--- config.mk ---
export PLATFORM = sky130hd
export DESIGN_NAME = des_search_sched
export DESIGN_NICKNAME = d
export VERILOG_FILES = /design/src/rtl/des_search_sched.sv
export SDC_FILE = /design/constraint.sdc
export NUM_CORES = 1
export LEC_CHECK = 0
export BUFFER_PORTS_ARGS = -buffer_cell sky130_fd_sc_hd__buf_2
export CAP_MARGIN = 40
export CORE_MARGIN = 1
export CORE_UTILIZATION = 55
export DETAILED_ROUTE_END_ITERATION = 10
export PLACE_DENSITY = 0.8
export RECOVER_POWER = 100
export SLEW_MARGIN = 20
export SYNTH_ARGS = -nofsm -noshare
export SYNTH_HDL_FRONTEND = slang
export SYNTH_SLANG_ARGS = --single-unit
--- constraint.sdc ---
create_clock -name clk -period 2.9 [get_ports clk]
set_clock_uncertainty 0.1 [all_clocks]
set_input_delay 0.145 -clock clk [delete_from_list [all_inputs] [get_ports clk]]
set_output_delay 0.145 -clock clk [all_outputs]
set_load 0.005 [all_outputs]
--- src/rtl/des_search_sched.sv ---
// des_search_sched: candidate-key sequencer for the DES brute-force key search.
// Walks a 56-bit key range one key per cycle, tracks in-flight candidates
// through a LAT-deep valid/key pipe, stops on first match or range end.
module des_search_sched #(
  parameter int LAT = 1,
  parameter int KW  = 56
) (
  input  logic          clk,
  input  logic          reset,
  input  logic          Start,
  input  logic          Abort,
  input  logic [KW-1:0] range_lo,
  input  logic [KW-1:0] range_hi,
  input  logic          match,
  output logic [KW-1:0] cand_key,
  output logic          issue,
  output logic          busy,
  output logic          done,
  output logic          found,
  output logic [KW-1:0] found_key,
  output logic [KW:0]   tried
);

  typedef enum logic [2:0] {
    S_IDLE, S_RUN, S_DRAIN, S_FOUND, S_EXHAUST
  } state_t;

  state_t                 state, state_nxt;
  logic [KW-1:0]          hi_q;
  logic [LAT-1:0]         vld_pipe;   // bit i: candidate of age i+1 is live
  logic [LAT-1:0][KW-1:0] key_pipe;   // key matching each vld_pipe bit
  logic [LAT-1:0]         vld_nxt;
  logic [LAT-1:0][KW-1:0] key_nxt;
  logic                   tap_vld, hit, start_ok, last_issue;

  // Outputs decode straight from the state register.
  assign issue = (state == S_RUN);
  assign busy  = (state == S_RUN) || (state == S_DRAIN);
  assign done  = (state == S_FOUND) || (state == S_EXHAUST);
  assign found = (state == S_FOUND);

  assign tap_vld    = vld_pipe[LAT-1];
  assign hit        = tap_vld & match;
  assign last_issue = (state == S_RUN) && (cand_key == hi_q);
  assign start_ok   = Start && !Abort &&
                      ((state == S_IDLE) || (state == S_FOUND) || (state == S_EXHAUST));

  // Pipe contents after one shift, with this cycle's issue entering at age 1.
  if (LAT == 1) begin : g_lat1
    assign vld_nxt = issue;
    assign key_nxt = cand_key;
  end else begin : g_latn
    assign vld_nxt = {vld_pipe[LAT-2:0], issue};
    assign key_nxt = {key_pipe[LAT-2:0], cand_key};
  end

  // State register.
  always_ff @(posedge clk or negedge reset) begin
    if (!reset) state <= S_IDLE;
    else        state <= state_nxt;
  end

  // Next-state: Abort first, then a match at the tap beats the last issue.
  always_comb begin
    state_nxt = state;
    if (Abort) begin
      state_nxt = S_IDLE;
    end else begin
      case (state)
        S_IDLE, S_FOUND, S_EXHAUST:
          if (Start) state_nxt = (range_lo <= range_hi) ? S_RUN : S_EXHAUST;
        S_RUN:
          if (hit)             state_nxt = S_FOUND;
          else if (last_issue) state_nxt = S_DRAIN;
        S_DRAIN:
          // Nothing younger than the tap remains: this is the final result.
          if (hit)                 state_nxt = S_FOUND;
          else if (vld_nxt == '0)  state_nxt = S_EXHAUST;
        default: state_nxt = S_IDLE;
      endcase
    end
  end

  // Key counter, in-flight pipes, result counter and winning key.
  always_ff @(posedge clk or negedge reset) begin
    if (!reset) begin
      hi_q      <= '0;
      cand_key  <= '0;
      vld_pipe  <= '0;
      key_pipe  <= '0;
      tried     <= '0;
      found_key <= '0;
    end else if (start_ok) begin
      hi_q     <= range_hi;
      cand_key <= range_lo;
      tried    <= '0;
      vld_pipe <= '0;
    end else if (Abort) begin
      vld_pipe <= '0;
    end else begin
      // A hit discards every younger candidate still in flight.
      vld_pipe <= hit ? '0 : vld_nxt;
      key_pipe <= key_nxt;
      if (tap_vld) tried <= tried + (KW+1)'(1);
      if (hit)     found_key <= key_pipe[LAT-1];
      if ((state == S_RUN) && !hit && (cand_key != hi_q))
        cand_key <= cand_key + KW'(1);
    end
  end

endmodule
# == Word-level counts from Yosys, hierarchy flattened ==
# Index checks and enable logic that the tools add are counted.
# word_totals
output_inout_bits,173
inputBits,117
register_bits,285
word_cells,58
# classes
n_addsub,2
eq_ne,9
bitwise,3
muxes,16
reduce_logical,20
n_lt_le_gt_ge,1
# ops
op,n
two-way mux 57 bit,3
two-way mux 56 bit,3
"adder 57 x 1 -> 57 bit, second input constant",1
"adder 56 x 1 -> 56 bit, second input constant",1
== test 56 bit,1
<= comparator 56 bit,1
!= test 56 bit,1
two-way mux 3 bit,6
case mux 3 bit (3 select lines),1
AND reduction 2 bit,4
"== test 3 x 2 -> 1 bit, second input constant",2
logical AND 1 bit,5
logical OR 1 bit,4
"!= test 4 x 2 -> 1 bit, second input constant",1
nonzero test 2 bit,2
"== test 3 x 1 -> 1 bit, second input constant",1
"== test 3 bit, second input constant",1
logical NOT 3 bit,1
two-way mux 1 bit,3
"!= test 3 bit, second input constant",1
AND reduction 3 bit,1
OR reduction 3 bit,1
logical NOT 1 bit,2
"!= test 2 x 1 -> 1 bit, second input constant",1
2 further kinds,3

# == Longest topological paths before layout ==
# depth
ltp_word,7
depth_mapped,10
depth_no_buf,9

# == Worst setup path after synthesis ==
# No wires, ideal clock.
# synth_path
path_kind,flip-flop to flip-flop
startpoint,reg cand_key[0]
endpoint,reg cand_key[42]
period_less_slack_ns,2.397
t_arrival_ns,2.170
setup_time_ns,0.127
t_required_ns,2.673
setup_slack_ns,0.503
path_stages_with_launch,9
path_cell_list,dfrtp_1 > ha_1 > and4_1 > nand4_1 > nor4_2 > and2_1 > nand4_1 > o22ai_1 > o2bb2a_1
# synth_via
elab_chain_len,4
word_cells_on_any_way,8
cone_classes,add/sub (1); eq/ne (1); mux (3); reduce/logical (3)
# synth_rtl
item,line,source
"start, declared",15,"output logic [KW-1:0] cand_key,"
"start signal, assigned",95,cand_key <= range_lo;
"start signal, assigned",107,cand_key <= cand_key + KW'(1);
adder 56 x 1 -> 56 bit / != test 56 bit (equally long branches),"107, 106",
two-way mux 56 bit / logical AND 1 bit (equally long branches),106,if ((state == S_RUN) && !hit && (cand_key != hi_q))
two-way mux 56 bit / nonzero test 2 bit (equally long branches),--,
two-way mux 56 bit / AND reduction 2 bit (equally long branches),--,
# Several ways; a longest one is shown, not always the timed one. The select of a mux whose other input is x is not followed.
# A chain may end at the register's enable or synchronous reset.

# == Final worst setup path ==
# layout_path
startpoint,reg state[0]
endpoint,reg cand_key[8]
# layout_via
elab_chain_len,6
word_cells_on_any_way,13
cone_classes,eq/ne (4); mux (1); reduce/logical (8)
# layout_rtl
item,line,source
"start, declared",28,"state_t state, state_nxt;"
"start signal, assigned",60,else state <= state_nxt;
== test 3 x 2 -> 1 bit / logical NOT 3 bit (equally long branches),46,((state == S_IDLE) || (state == S_FOUND) || (state == S_EXHAUST));
logical OR 1 bit (2 in series),46,
logical AND 1 bit,45,assign start_ok = Start && !Abort &&
!= test 2 x 1 -> 1 bit (no source line) / nonzero test 2 bit (equally long branches),--,
AND reduction 2 bit (no source line),--,
# Several ways; a longest one is shown, not always the timed one.

==> flow_metrics.env <==
export IMPL_status="finished, violations left"
export IMPL_violations="DRC, capacitance limit, slew limit"
export IMPL_seq_power_share=0.435
export IMPL_clk_path_buf_depth=3
export IMPL_min_path_cells=4
export IMPL_critical_path_slowest_cell="nor2_1"
export IMPL_fin_nets=2076
export IMPL_die_area_sq_um=27600
export IMPL_hold_class="primary input to register"
export IMPL_wl_um=47600
export IMPL_synth_flop_cell="dfrtp_1"
export IMPL_r2r_start="state[0]"
export IMPL_cts_setup_buffers=0
export IMPL_reg2reg_to="cand_key[8]"
export IMPL_grt_use_total=0.343
export IMPL_grt_pass1_wl_um=74700
export IMPL_std_cell_rows=59
export IMPL_critPathCaptureType="register"
export IMPL_via_per_inst=6.08
export IMPL_grt_met3_usage=0.0629
export IMPL_grt_busiest_layer="met2"
export IMPL_fin_setup_tns_ps=0
export IMPL_pwr_share_clk=0.247
export IMPL_worstRegToRegCells=7
export IMPL_grt_start_max_net_pins=100
export IMPL_num_vias=13700
export IMPL_synth_edf_count=0
export IMPL_final_period_utilization=0.973
export IMPL_fillers=1885
export IMPL_antenna_found_initial=2
export IMPL_regArea_sq_um=7130
export IMPL_synth_nets=1667
export IMPL_cts_clk_slew_worst_paths_ps=60
export IMPL_synth_avg_cell_area_sq_um=9.93
export IMPL_setup_violations=0
export IMPL_drt_iter0_drc=1552
export IMPL_grt_use_met2=0.567
export IMPL_cp_max_fo=11
export IMPL_grt_met1_usage=0.439
export IMPL_final_cell_mix="dfrtp_1 (285), buf_2 (213), nand2_1 (153)"
export IMPL_crit_required_ps=3250
export IMPL_finalHoldViolCount=0
export IMPL_cp_start_kind="register"
export IMPL_grt_ovfl_total=0
export IMPL_slew_headroom=-0.113
export IMPL_syn_area_sq_um=14800
export IMPL_drive_gt1_frac=0.224
export IMPL_max_freq_mhz=354
export IMPL_synthCells=1492
export IMPL_layout_commonest_cell="dfrtp_1"
export IMPL_numCtsBuffers=30
export IMPL_p_leak_nw=8.71
export IMPL_place_hpwl_um=31900
export IMPL_synth_seq_cells=285
export IMPL_cpPeakStageDelay_ps=820
export IMPL_h_tree_depth=1
export IMPL_yosys_warnings=0
export IMPL_port_buffers=289
export IMPL_ir_worst_vdd_mv=0.531
export IMPL_critPathArrivalTime_ps=3170
export IMPL_worst_pin_slew_ps=1670
export IMPL_holdBufCountCts=115
export IMPL_switching_share=0.369
export IMPL_drtPass1Iterations=8
export IMPL_crit_type="register to register"
export IMPL_cts_resized=0
export IMPL_cp_num_buf_inv=1
export IMPL_holdPathEnd="cand_key[50]"
export IMPL_crit_family="simple AND/OR/NAND/NOR gates"
export IMPL_clock_latency_ps=570
export IMPL_wire_per_inst_um=21.1
export IMPL_p_int_w=0.00976
export IMPL_holdCritStartpoint="range_lo[50]"
export IMPL_fp_dieH_um=166
export IMPL_holdWs_ps=57.0
export IMPL_synth_seq_area_share=0.481
export IMPL_r2r_slack_ps=80
export IMPL_grt_pass1_vias=13500
export IMPL_syn2layout_area_growth_pct=26.5
export IMPL_max_cap_violations=1
export IMPL_die_w_um=166
export IMPL_yosysUniqueCellTypes=73
export IMPL_p_per_area_nw_per_um2=826
export IMPL_p_comb_frac=0.319
export IMPL_clkSinkCount=285
export IMPL_path_cells="or2_4 -> nand2_1 -> nand2_1 -> nor2_1 -> clkbuf_1 -> o41ai_1 -> a22o_1"
export IMPL_multi_input_area_sq_um=7110
export IMPL_ioPinCount=290
export IMPL_drc_errors=22
export IMPL_crit_top_cell="nand2_1"
export IMPL_place_congestion=1.00
export IMPL_cts_tree="done"
export IMPL_period_needed_ps=2820
export IMPL_cts_root_buf="clkbuf_16"
export IMPL_start_util=0.565
export IMPL_rsz0062_at_grt="false"
export IMPL_async_flop_share=1.00
export IMPL_p_sw_w=0.00572
export IMPL_slew_violations=65
export IMPL_antenna_left=0
export IMPL_core_sq_um=26200
final cells by class:
class                           count  share of cell area
Clock buffer                       41              0.0450
Sequential cell                   285               0.380
Tap cell                          335              0.0224
Antenna cell                        2            0.000267
Timing Repair Buffer              455               0.152
Multi-Input combinational cell   1056               0.379
Inverter                           73              0.0146
Clock inverter                     12             0.00601
sequential cells by signal (all words and copies together) (netlist names):
register and count:
tried 57, cand_key 56, found_key 56, hi_q 56
key_pipe 56, state 3, tap_vld 1
logic make-up (layout without fill, tap and decap cells):
logic type	Yosys count	after routing	share of synthesized area
and+or+nand+nor	466	466	0.158
AOI/OAI and AO/OA	314	314	0.124
DFF	285	285	0.481
buffers and inverters	151	581	0.0405
muxes	113	113	0.0858
xor gates and xnor gates	105	105	0.0621
adders and majority gates	58	58	0.0490
other	0	2	0
synthesized netlist by cell type, types with 8 or more instances:
master,count,share of area
ha_1,58,0.049
nand2_1,154,0.039
nand3_1,61,0.021
mux2_2,112,0.085
o22ai_1,25,0.011
buf_1,9,0.0023
nor4_1,13,0.0055
xnor2_1,69,0.041
a21o_1,8,0.0041
buf_2,18,0.0061
o21ai_0,113,0.038
and3_1,18,0.0076
dfrtp_1,285,0.48
nand4_1,59,0.025
a21oi_1,112,0.038
and2_1,12,0.0051
and4_1,10,0.0059
nor3_1,16,0.0054
nor2_1,89,0.023
xor2_1,36,0.021
clkbuf_1,49,0.012
inv_1,71,0.018
metrics by stage:
| step | instances | worst slack [ps] | total power (W) | util | instance area, sq um |
|---|---|---|---|---|---|
| after CTS | 2257 | 241 | 0.0154 | 0.725 | 19000 |
| after global placement | 2089 | 325 | 0.0113 | 0.644 | 16900 |
| after floorplan | 1492 | 503 | 0.00910 | - | 14800 |
| after global routing | 2259 | 27.9 | 0.0162 | 0.715 | 18700 |
| after detailed placement | 2089 | 259 | 0.0115 | 0.644 | 16900 |
| final | 2259 | 78.1 | 0.0155 | 0.715 | 18700 |
how the worst max path moves through the flow:
stage / start / endpoint / slack (ps) / depth (start not counted)
after floorplan: cand_key[0] / cand_key[42] / 500 / 8
after global placement: state[0] / cand_key[31] / 320 / 7
after detailed placement: state[0] / cand_key[31] / 260 / 7
after CTS: state[0] / cand_key[31] / 240 / 7
after global routing: state[0] / cand_key[8] / 30 / 7
final: state[0] / cand_key[8] / 80 / 7
layer usage:
layer,vias to the layer above,wire length [um]
li1,6104,-
met1,6608,18300
met2,860,22500
met3,167,4580
met4,0,2230
met5,-,0
power by group through the flow:
stage	Clock [W]	Sequential [W]	Combinational [W]
2_1_floorplan	0	0.00631	0.00278
3_3_place_gp	0	0.00658	0.00468
3_5_place_dp	0	0.00667	0.00479
4_1_cts	0.00382	0.00661	0.00497
5_1_grt	0.00401	0.00686	0.00529
6_report	0.00382	0.00673	0.00493
worst register-to-register path, cell delays in order (launching register included):
cell and delay, ps:
dfrtp_1 470, or2_4 310, nand2_1 160, nand2_1 100
nor2_1 820, clkbuf_1 400, o41ai_1 150, a22o_1 200
No activity file was read; power rests on OpenSTA's default activity.
